<file path="src/rtl/ddr_frame_reader_pkg.sv">
// Shared constants, FSM state type and word-unpacking helpers for the DDR2 frame reader.
package ddr_frame_reader_pkg;

  // Frame layout shared with the frame loader: one pixel byte per 32-bit lane.
  localparam logic [27:0] DdrBaseAddr  = 28'h3000000;
  localparam int unsigned DdrWordCount = 38400;
  localparam int unsigned DdrAddrStep  = 8;
  localparam int unsigned DdrFifoDepth = 4;
  localparam int unsigned Lanes        = 8;

  typedef enum logic [1:0] {StIdle, StIssue, StWait, StDrain} state_e;

  // Low byte of each 32-bit lane becomes one pixel.
  function automatic logic [63:0] unpack_pixels(logic [255:0] word);
    logic [63:0] pix;
    pix = '0;
    for (int i = 0; i < Lanes; i++) begin
      pix[8*i +: 8] = word[32*i +: 8];
    end
    return pix;
  endfunction

  // Any nonzero bit above a lane's pixel byte means the frame was not stored as expected.
  function automatic logic lane_fmt_err(logic [255:0] word);
    logic err;
    err = 1'b0;
    for (int i = 0; i < Lanes; i++) begin
      err = err | (|word[32*i+8 +: 24]);
    end
    return err;
  endfunction

endpackage

</file>
<file path="src/rtl/ddr_frame_reader_if.sv">
// Memory data-port command/response signals plus the pixel output stream.
interface ddr_frame_reader_if;
  logic [27:0]  mem_data_addr1;
  logic         mem_rw_data1;
  logic         mem_valid_data1;
  logic         mem_ready_data1;
  logic [255:0] mem_data_rd1;
  logic [255:0] mem_data_wr1;
  logic [63:0]  pix_data;
  logic         pix_valid;
  logic         pix_ready;

  // Reader side: issues commands, produces pixels.
  modport master (
    output mem_data_addr1, mem_rw_data1, mem_valid_data1, mem_data_wr1, pix_data, pix_valid,
    input  mem_ready_data1, mem_data_rd1, pix_ready
  );

  // Memory and consumer side.
  modport slave (
    input  mem_data_addr1, mem_rw_data1, mem_valid_data1, mem_data_wr1, pix_data, pix_valid,
    output mem_ready_data1, mem_data_rd1, pix_ready
  );
endinterface

</file>
<file path="src/rtl/ddr_frame_reader_sync_fifo.sv">
// Small synchronous FIFO; head reads as zero while empty.
module ddr_frame_reader_sync_fifo #(
  parameter int unsigned Width = 64,
  parameter int unsigned Depth = 4,
  localparam int unsigned AddrW = $clog2(Depth)
) (
  input  logic             clk_i,
  input  logic             rst_ni,
  input  logic             push_i,
  input  logic             pop_i,
  input  logic [Width-1:0] data_i,
  output logic [Width-1:0] data_o,
  output logic             full_o,
  output logic             empty_o,
  output logic [AddrW:0]   count_o
);

  localparam logic [AddrW-1:0] PtrOne   = 1;
  localparam logic [AddrW:0]   CntOne   = 1;
  localparam logic [AddrW:0]   CntDepth = (AddrW+1)'(Depth);

  logic [Width-1:0] mem_q [Depth];
  logic [AddrW-1:0] wr_ptr_q, rd_ptr_q;
  logic [AddrW:0]   cnt_q, cnt_d;
  logic             do_push, do_pop;

  assign do_push = push_i && !full_o;
  assign do_pop  = pop_i && !empty_o;

  // Occupancy changes only when exactly one of push/pop happens.
  always_comb begin
    cnt_d = cnt_q;
    if (do_push && !do_pop) begin
      cnt_d = cnt_q + CntOne;
    end else if (!do_push && do_pop) begin
      cnt_d = cnt_q - CntOne;
    end
  end

  // Pointer and count registers.
  always_ff @(posedge clk_i or negedge rst_ni) begin
    if (!rst_ni) begin
      wr_ptr_q <= '0;
      rd_ptr_q <= '0;
      cnt_q    <= '0;
    end else begin
      if (do_push) wr_ptr_q <= wr_ptr_q + PtrOne;
      if (do_pop)  rd_ptr_q <= rd_ptr_q + PtrOne;
      cnt_q <= cnt_d;
    end
  end

  // Storage array; contents are don't-care until written.
  always_ff @(posedge clk_i) begin
    if (do_push) mem_q[wr_ptr_q] <= data_i;
  end

  assign full_o  = (cnt_q == CntDepth);
  assign empty_o = (cnt_q == '0);
  assign count_o = cnt_q;
  assign data_o  = empty_o ? '0 : mem_q[rd_ptr_q];

endmodule

</file>
<file path="src/rtl/ddr_frame_reader.sv">
// Reads a frame back from DDR2 one 256-bit word at a time and streams 8-pixel beats.
module ddr_frame_reader
  import ddr_frame_reader_pkg::*;
#(
  parameter logic [27:0] BaseAddr  = DdrBaseAddr,
  parameter int unsigned WordCount = DdrWordCount,
  parameter int unsigned AddrStep  = DdrAddrStep,
  parameter int unsigned FifoDepth = DdrFifoDepth
) (
  input  logic                      clk_i,
  input  logic                      rst_ni,
  input  logic                      start_i,
  output logic                      busy_o,
  output logic                      done_o,
  output logic                      fmt_err_o,
  ddr_frame_reader_if.master        bus_io
);

  localparam int unsigned CntW       = $clog2(FifoDepth) + 1;
  localparam logic [15:0] WordCountW = 16'(WordCount);
  localparam logic [27:0] AddrStepW  = 28'(AddrStep);

  state_e        state_q, state_d;
  logic [27:0]   addr_q, addr_d;
  logic [15:0]   word_cnt_q, word_cnt_d;
  logic          valid_q, valid_d;
  logic          busy_q, busy_d;
  logic          fmt_err_q, fmt_err_d;
  logic          done;

  logic          fifo_push, fifo_pop, fifo_full, fifo_empty;
  logic [CntW-1:0] fifo_cnt;
  logic [63:0]   fifo_head;

  assign fifo_pop = !fifo_empty && bus_io.pix_ready;

  // Next-state and command control; only one read is ever outstanding.
  always_comb begin
    state_d    = state_q;
    addr_d     = addr_q;
    word_cnt_d = word_cnt_q;
    valid_d    = valid_q;
    busy_d     = busy_q;
    fmt_err_d  = fmt_err_q;
    fifo_push  = 1'b0;
    done       = 1'b0;
    case (state_q)
      StIdle: begin
        if (start_i) begin
          state_d    = StIssue;
          busy_d     = 1'b1;
          addr_d     = BaseAddr;
          word_cnt_d = '0;
          fmt_err_d  = 1'b0;
        end
      end
      StIssue: begin
        // A pop this cycle frees the slot the response will land in.
        if (!fifo_full || fifo_pop) begin
          valid_d = 1'b1;
          state_d = StWait;
        end
      end
      StWait: begin
        if (bus_io.mem_ready_data1) begin
          fifo_push  = 1'b1;
          valid_d    = 1'b0;
          addr_d     = addr_q + AddrStepW;
          word_cnt_d = word_cnt_q + 16'd1;
          fmt_err_d  = fmt_err_q | lane_fmt_err(bus_io.mem_data_rd1);
          state_d    = (word_cnt_d == WordCountW) ? StDrain : StIssue;
        end
      end
      StDrain: begin
        if (fifo_cnt == '0) begin
          done    = 1'b1;
          busy_d  = 1'b0;
          state_d = StIdle;
        end
      end
      default: state_d = StIdle;
    endcase
  end

  // Control state registers.
  always_ff @(posedge clk_i or negedge rst_ni) begin
    if (!rst_ni) begin
      state_q    <= StIdle;
      addr_q     <= BaseAddr;
      word_cnt_q <= '0;
      valid_q    <= 1'b0;
      busy_q     <= 1'b0;
      fmt_err_q  <= 1'b0;
    end else begin
      state_q    <= state_d;
      addr_q     <= addr_d;
      word_cnt_q <= word_cnt_d;
      valid_q    <= valid_d;
      busy_q     <= busy_d;
      fmt_err_q  <= fmt_err_d;
    end
  end

  ddr_frame_reader_sync_fifo #(
    .Width (64),
    .Depth (FifoDepth)
  ) u_fifo (
    .clk_i   (clk_i),
    .rst_ni  (rst_ni),
    .push_i  (fifo_push),
    .pop_i   (fifo_pop),
    .data_i  (unpack_pixels(bus_io.mem_data_rd1)),
    .data_o  (fifo_head),
    .full_o  (fifo_full),
    .empty_o (fifo_empty),
    .count_o (fifo_cnt)
  );

  assign bus_io.mem_data_addr1  = addr_q;
  assign bus_io.mem_rw_data1    = 1'b0;
  assign bus_io.mem_valid_data1 = valid_q;
  assign bus_io.mem_data_wr1    = '0;
  assign bus_io.pix_data        = fifo_head;
  assign bus_io.pix_valid       = !fifo_empty;

  assign busy_o    = busy_q;
  assign done_o    = done;
  assign fmt_err_o = fmt_err_q;

endmodule

</file>
<file path="src/flat_wrapper.sv">
// flat-port wrapper written by rule: the top's interface ports become plain ports
module ddr_frame_reader_flat import ddr_frame_reader_pkg::*;
#(
  parameter logic [27:0] BaseAddr  = DdrBaseAddr,
  parameter int unsigned WordCount = DdrWordCount,
  parameter int unsigned AddrStep  = DdrAddrStep,
  parameter int unsigned FifoDepth = DdrFifoDepth
)
  (clk_i, rst_ni, start_i, busy_o, done_o, fmt_err_o, bus_io_mem_data_addr1, bus_io_mem_rw_data1, bus_io_mem_valid_data1, bus_io_mem_data_wr1, bus_io_pix_data, bus_io_pix_valid, bus_io_mem_ready_data1, bus_io_mem_data_rd1, bus_io_pix_ready);
  ddr_frame_reader_if bus_io_i ();
  input  logic clk_i;
  input  logic rst_ni;
  input  logic start_i;
  output logic busy_o;
  output logic done_o;
  output logic fmt_err_o;
  output wire logic [$bits(bus_io_i.mem_data_addr1)-1:0] bus_io_mem_data_addr1;
  output wire logic [$bits(bus_io_i.mem_rw_data1)-1:0] bus_io_mem_rw_data1;
  output wire logic [$bits(bus_io_i.mem_valid_data1)-1:0] bus_io_mem_valid_data1;
  output wire logic [$bits(bus_io_i.mem_data_wr1)-1:0] bus_io_mem_data_wr1;
  output wire logic [$bits(bus_io_i.pix_data)-1:0] bus_io_pix_data;
  output wire logic [$bits(bus_io_i.pix_valid)-1:0] bus_io_pix_valid;
  input wire logic [$bits(bus_io_i.mem_ready_data1)-1:0] bus_io_mem_ready_data1;
  input wire logic [$bits(bus_io_i.mem_data_rd1)-1:0] bus_io_mem_data_rd1;
  input wire logic [$bits(bus_io_i.pix_ready)-1:0] bus_io_pix_ready;
  assign bus_io_mem_data_addr1 = bus_io_i.mem_data_addr1;
  assign bus_io_mem_rw_data1 = bus_io_i.mem_rw_data1;
  assign bus_io_mem_valid_data1 = bus_io_i.mem_valid_data1;
  assign bus_io_mem_data_wr1 = bus_io_i.mem_data_wr1;
  assign bus_io_pix_data = bus_io_i.pix_data;
  assign bus_io_pix_valid = bus_io_i.pix_valid;
  assign bus_io_i.mem_ready_data1 = bus_io_mem_ready_data1;
  assign bus_io_i.mem_data_rd1 = bus_io_mem_data_rd1;
  assign bus_io_i.pix_ready = bus_io_pix_ready;
  ddr_frame_reader #(.BaseAddr(BaseAddr), .WordCount(WordCount), .AddrStep(AddrStep), .FifoDepth(FifoDepth)) u_core (.clk_i(clk_i), .rst_ni(rst_ni), .start_i(start_i), .busy_o(busy_o), .done_o(done_o), .fmt_err_o(fmt_err_o), .bus_io(bus_io_i));
endmodule
</file>
<file path="config.mk">
export PLATFORM = sky130hd
export DESIGN_NAME = ddr_frame_reader_flat
export DESIGN_NICKNAME = d
export VERILOG_FILES = /design/src/rtl/ddr_frame_reader_pkg.sv /design/src/rtl/ddr_frame_reader_if.sv /design/src/rtl/ddr_frame_reader_sync_fifo.sv /design/src/rtl/ddr_frame_reader.sv /design/src/flat_wrapper.sv
export SDC_FILE = /design/constraint.sdc
export NUM_CORES = 1
export LEC_CHECK = 0
export CORE_AREA = 8 8 235 237
export CTS_CLUSTER_SIZE = 14
export DETAILED_ROUTE_END_ITERATION = 10
export DIE_AREA = 0 0 243 245
export GPL_TIMING_DRIVEN = 0
export SLEW_MARGIN = 20
export SYNTH_ARGS = -nofsm -noshare
export SYNTH_HDL_FRONTEND = slang
export SYNTH_SLANG_ARGS = --single-unit
</file>
<file path="constraint.sdc">
create_clock -name clk_i -period 3.8 [get_ports clk_i]
set_clock_uncertainty 0.15 [all_clocks]
set_input_delay 1.14 -clock clk_i [delete_from_list [all_inputs] [get_ports clk_i]]
set_output_delay 1.14 -clock clk_i [all_outputs]
set_load 0.005 [all_outputs]
</file>
==> run summary <==
Max clock buf depth: 3
Syn. warnings: 0
Max cap viols: 0
Peak supply drop: 0.000428 V
Skew-Pair Late Insertion Delay: 520 ps
Status: finished clean
Routed WL: 46,000 um
Final core utilization: 42.2%
Number of global-route vias before repair: 10,200
Place WS: -442 ps
Mean cell area of the mapped netlist: 14.1 um^2
Largest net degree at the start of global routing: 54
Via count: 10,100
Worst setup startpoint: u_core.u_fifo.rd_ptr_q[0]
Main synth FF type: edfxtp_1
Worst reg2reg path startpoint: u_core.state_q[1]
Worst Max-Slew Pin Slew: 657 ps
DRC Markers: 0
Period utilisation layout: 97.4%
HPWL reported at the end of detailed placement: 35,200 um
Post-synth EDFFs: 256
Die area: 59,500 um^2
Worst setup margin: 98.8 ps
Area delta synth->final: 45.9%
Power density cells: 537 nW/um^2
Final ANT Viol Nets: 0
Slew Limit Headroom: 55.8%
Ports: 615
Initial DRC count: 566
CTS clock-pin slew for the worst setup and hold paths: 60 ps
Slew Viols, Final: 0
DR WL/cell: 18.9 um
Post-Syn Instances: 1,059
Asr flop ratio synth: 17.2%
Critical Path Fanout Max: 10
Total CTS buffers: 36
Share of cells above drive strength 1: 24.8%
Port bufs: 354
All-Layer GR Usage: 14.7%
HP Start: u_core.busy_o
CP Capture Type: primary output
Height of the die: 245 um
Clock sink count: 309
FP Rows: 84
P_leak: 8.80 nW
Syn Std Cell Area: 15,000 um^2
First-pass detailed-route iteration total: 5
Initial Utilization: 28.9%
GP Congestion: 0.828
Final Critical Period: 3700 ps
Initial antenna violation count: 3
Crit path launch type: flop
Critical Path RT: 2510 ps
CTS tree: built
Core footprint: 51,700 um^2
Worst Path Class, Setup: reg2out
H-tree levels: 2
Root Driver: clkbuf_16
DIE WIDTH: 243 um
Worst hold path class: reg2reg
Filler instances: 4,817
Diodes inserted: 0
Fmax: 0.270 GHz
Synth Register Bits: 309
First-pass GRT wire length: 67,100 um
Final setup viols: 0
Overflow after GRT: 0
Placed Cells: 2,365
Worst Path Arrival: 2410 ps
Distinct cells, synth: 56
Sequential area share after synthesis: 60.3%
Drt via density: 4.13
Final hold vios: 0
Post-Layout Cell Count: 2,437
Final #Nets: 2,002
RSZ-0062 raised after global routing: yes
==> placed cells by master, fill, tap and decap left out, types with 4 or more instances in the layout <==
cell type and n:
nor2_1 36, clkbuf_2 4, inv_1 9, nand4_1 26, ha_1 8, nand2_1 31
nand3_1 12, clkdlybuf4s50_1 323, buf_2 6, clkbuf_1 18, and3_1 4, nor4_1 58
xor2_1 7, buf_6 4, dfrtp_1 50, edfxtp_1 256, buf_4 279, xnor2_1 14
and2_4 4, dlygate4sd2_1 13, buf_12 5, clkbuf_4 5, nor3_1 9, clkbuf_16 37
o21ai_0 34, dlymetal6s2s_1 17, a31oi_1 8, conb_1 260, clkinv_2 4, clkinv_1 5
and2_1 67, mux4_2 64, a21oi_1 9, buf_16 5
==> kinds of logic after synthesis <==
group                      count (synthesis)  synth area share, %
DFF                                      309                 60.3
adders and majority gates                  9                0.803
other                                      1               0.0251
buffers and inverters                    308                 14.4
AOI/OAI and AO/OA                         75                 3.09
xor gates and xnor gates                  21                 1.23
muxes                                     68                 9.95
and+or+nand+nor                          268                 10.2
==> per-layer routing <==
metal	part of all wire, %	global-route usage [%]
met5	0.059	0
met1	36	15.5
met3	6.9	4.43
met2	55	28.5
met4	1.6	2.87
==> worst max-delay path, cell delays in order, from the launching register on <==
cell	delay [ps]
dfrtp_2	440
buf_6	220
mux4_2	500
and2_1	170
clkdlybuf4s50_1	540
==> report_power, final <==
group          internal (mW)  switching, mW
clock network           1.84           1.27
registers               4.04          0.156
logic                   2.52           1.89
total                   8.40           3.31
==> per-stage QoR <==
stage          area [um^2]  TNS, ps  total power [mW]  hold slack (ps)
2_1_floorplan        15900        0              6.38              333
3_3_place_gp         20300  -306580              8.51              366
3_5_place_dp         20500   -71680              8.59              378
4_1_cts              21700     -149              11.9              390
5_1_grt              21800    -34.2              12.4              428
6_report             21800        0              11.7              389
==> layout make-up <==
class / instances / area, um^2 / share of cell area (%)
well taps: 688 / 861 / 3.95
flip-flops and latches: 309 / 9020 / 41.4
clock inverters: 11 / 77.6 / 0.356
clock buffers: 44 / 962 / 4.41
plain buffers: 297 / 2230 / 10.2
inverters: 11 / 41.3 / 0.189
repair buffers: 376 / 3840 / 17.6
multi-input cells: 701 / 4780 / 21.9
==> flip-flops by register name, summed over array words and instances, names as in the netlist <==
name and flops:
u_core.u_fifo.wr_ptr_q 2, u_core.u_fifo.count_o 3, u_core.u_fifo.rd_ptr_q 2, u_core.word_cnt_q 16, u_core.state_q 2, u_core.bus_io.mem_valid_data1 1
u_core.busy_o 1, u_core.fmt_err_o 1, u_core.bus_io.mem_data_addr1 25, u_core.u_fifo.mem_q 256
==> cells in the mapped netlist, types with 3 or more instances <==
master,number,share of area [%]
mux4_2,64,9.6
xnor2_1,14,0.82
inv_1,10,0.25
and3_1,4,0.17
or4_1,3,0.15
a31oi_1,8,0.33
nand3_1,12,0.40
nand2b_1,3,0.13
xor2_1,7,0.41
nor4_1,58,2.4
nand2_1,31,0.78
edfxtp_1,256,51
buf_1,4,0.10
nor2_1,36,0.90
dfrtp_1,51,8.5
nand4_1,26,1.1
buf_4,260,13
ha_1,8,0.67
o211ai_1,3,0.15
buf_2,9,0.30
a21oi_1,9,0.30
clkbuf_1,23,0.58
and2_1,71,3.0
or3_1,3,0.13
o21ai_0,34,1.1
nor3_1,10,0.33
==> worst paths after layout <==
kind	endpoint	slack, ps	depth (start not counted)
hold reg to reg	u_core.busy_o	390	2
setup / recovery	bus_io_pix_data[9]	100	4
setup reg to reg	u_core.u_fifo.mem_q[1][29]	810	7
max in group asynchronous	u_core.bus_io.mem_data_addr1[24]	2740	2
hold / removal	u_core.busy_o	390	2
min in group asynchronous	u_core.busy_o	450	2
==> repair_timing <==
item	CTS	global route
setup endpoints to repair	65	37
pin swaps	1	0
resized for setup	67	22
hold endpoints to repair	0	0
setup buffers	4	13
hold buffers	0	0
Note: power is estimated with default switching activity, not from simulation.
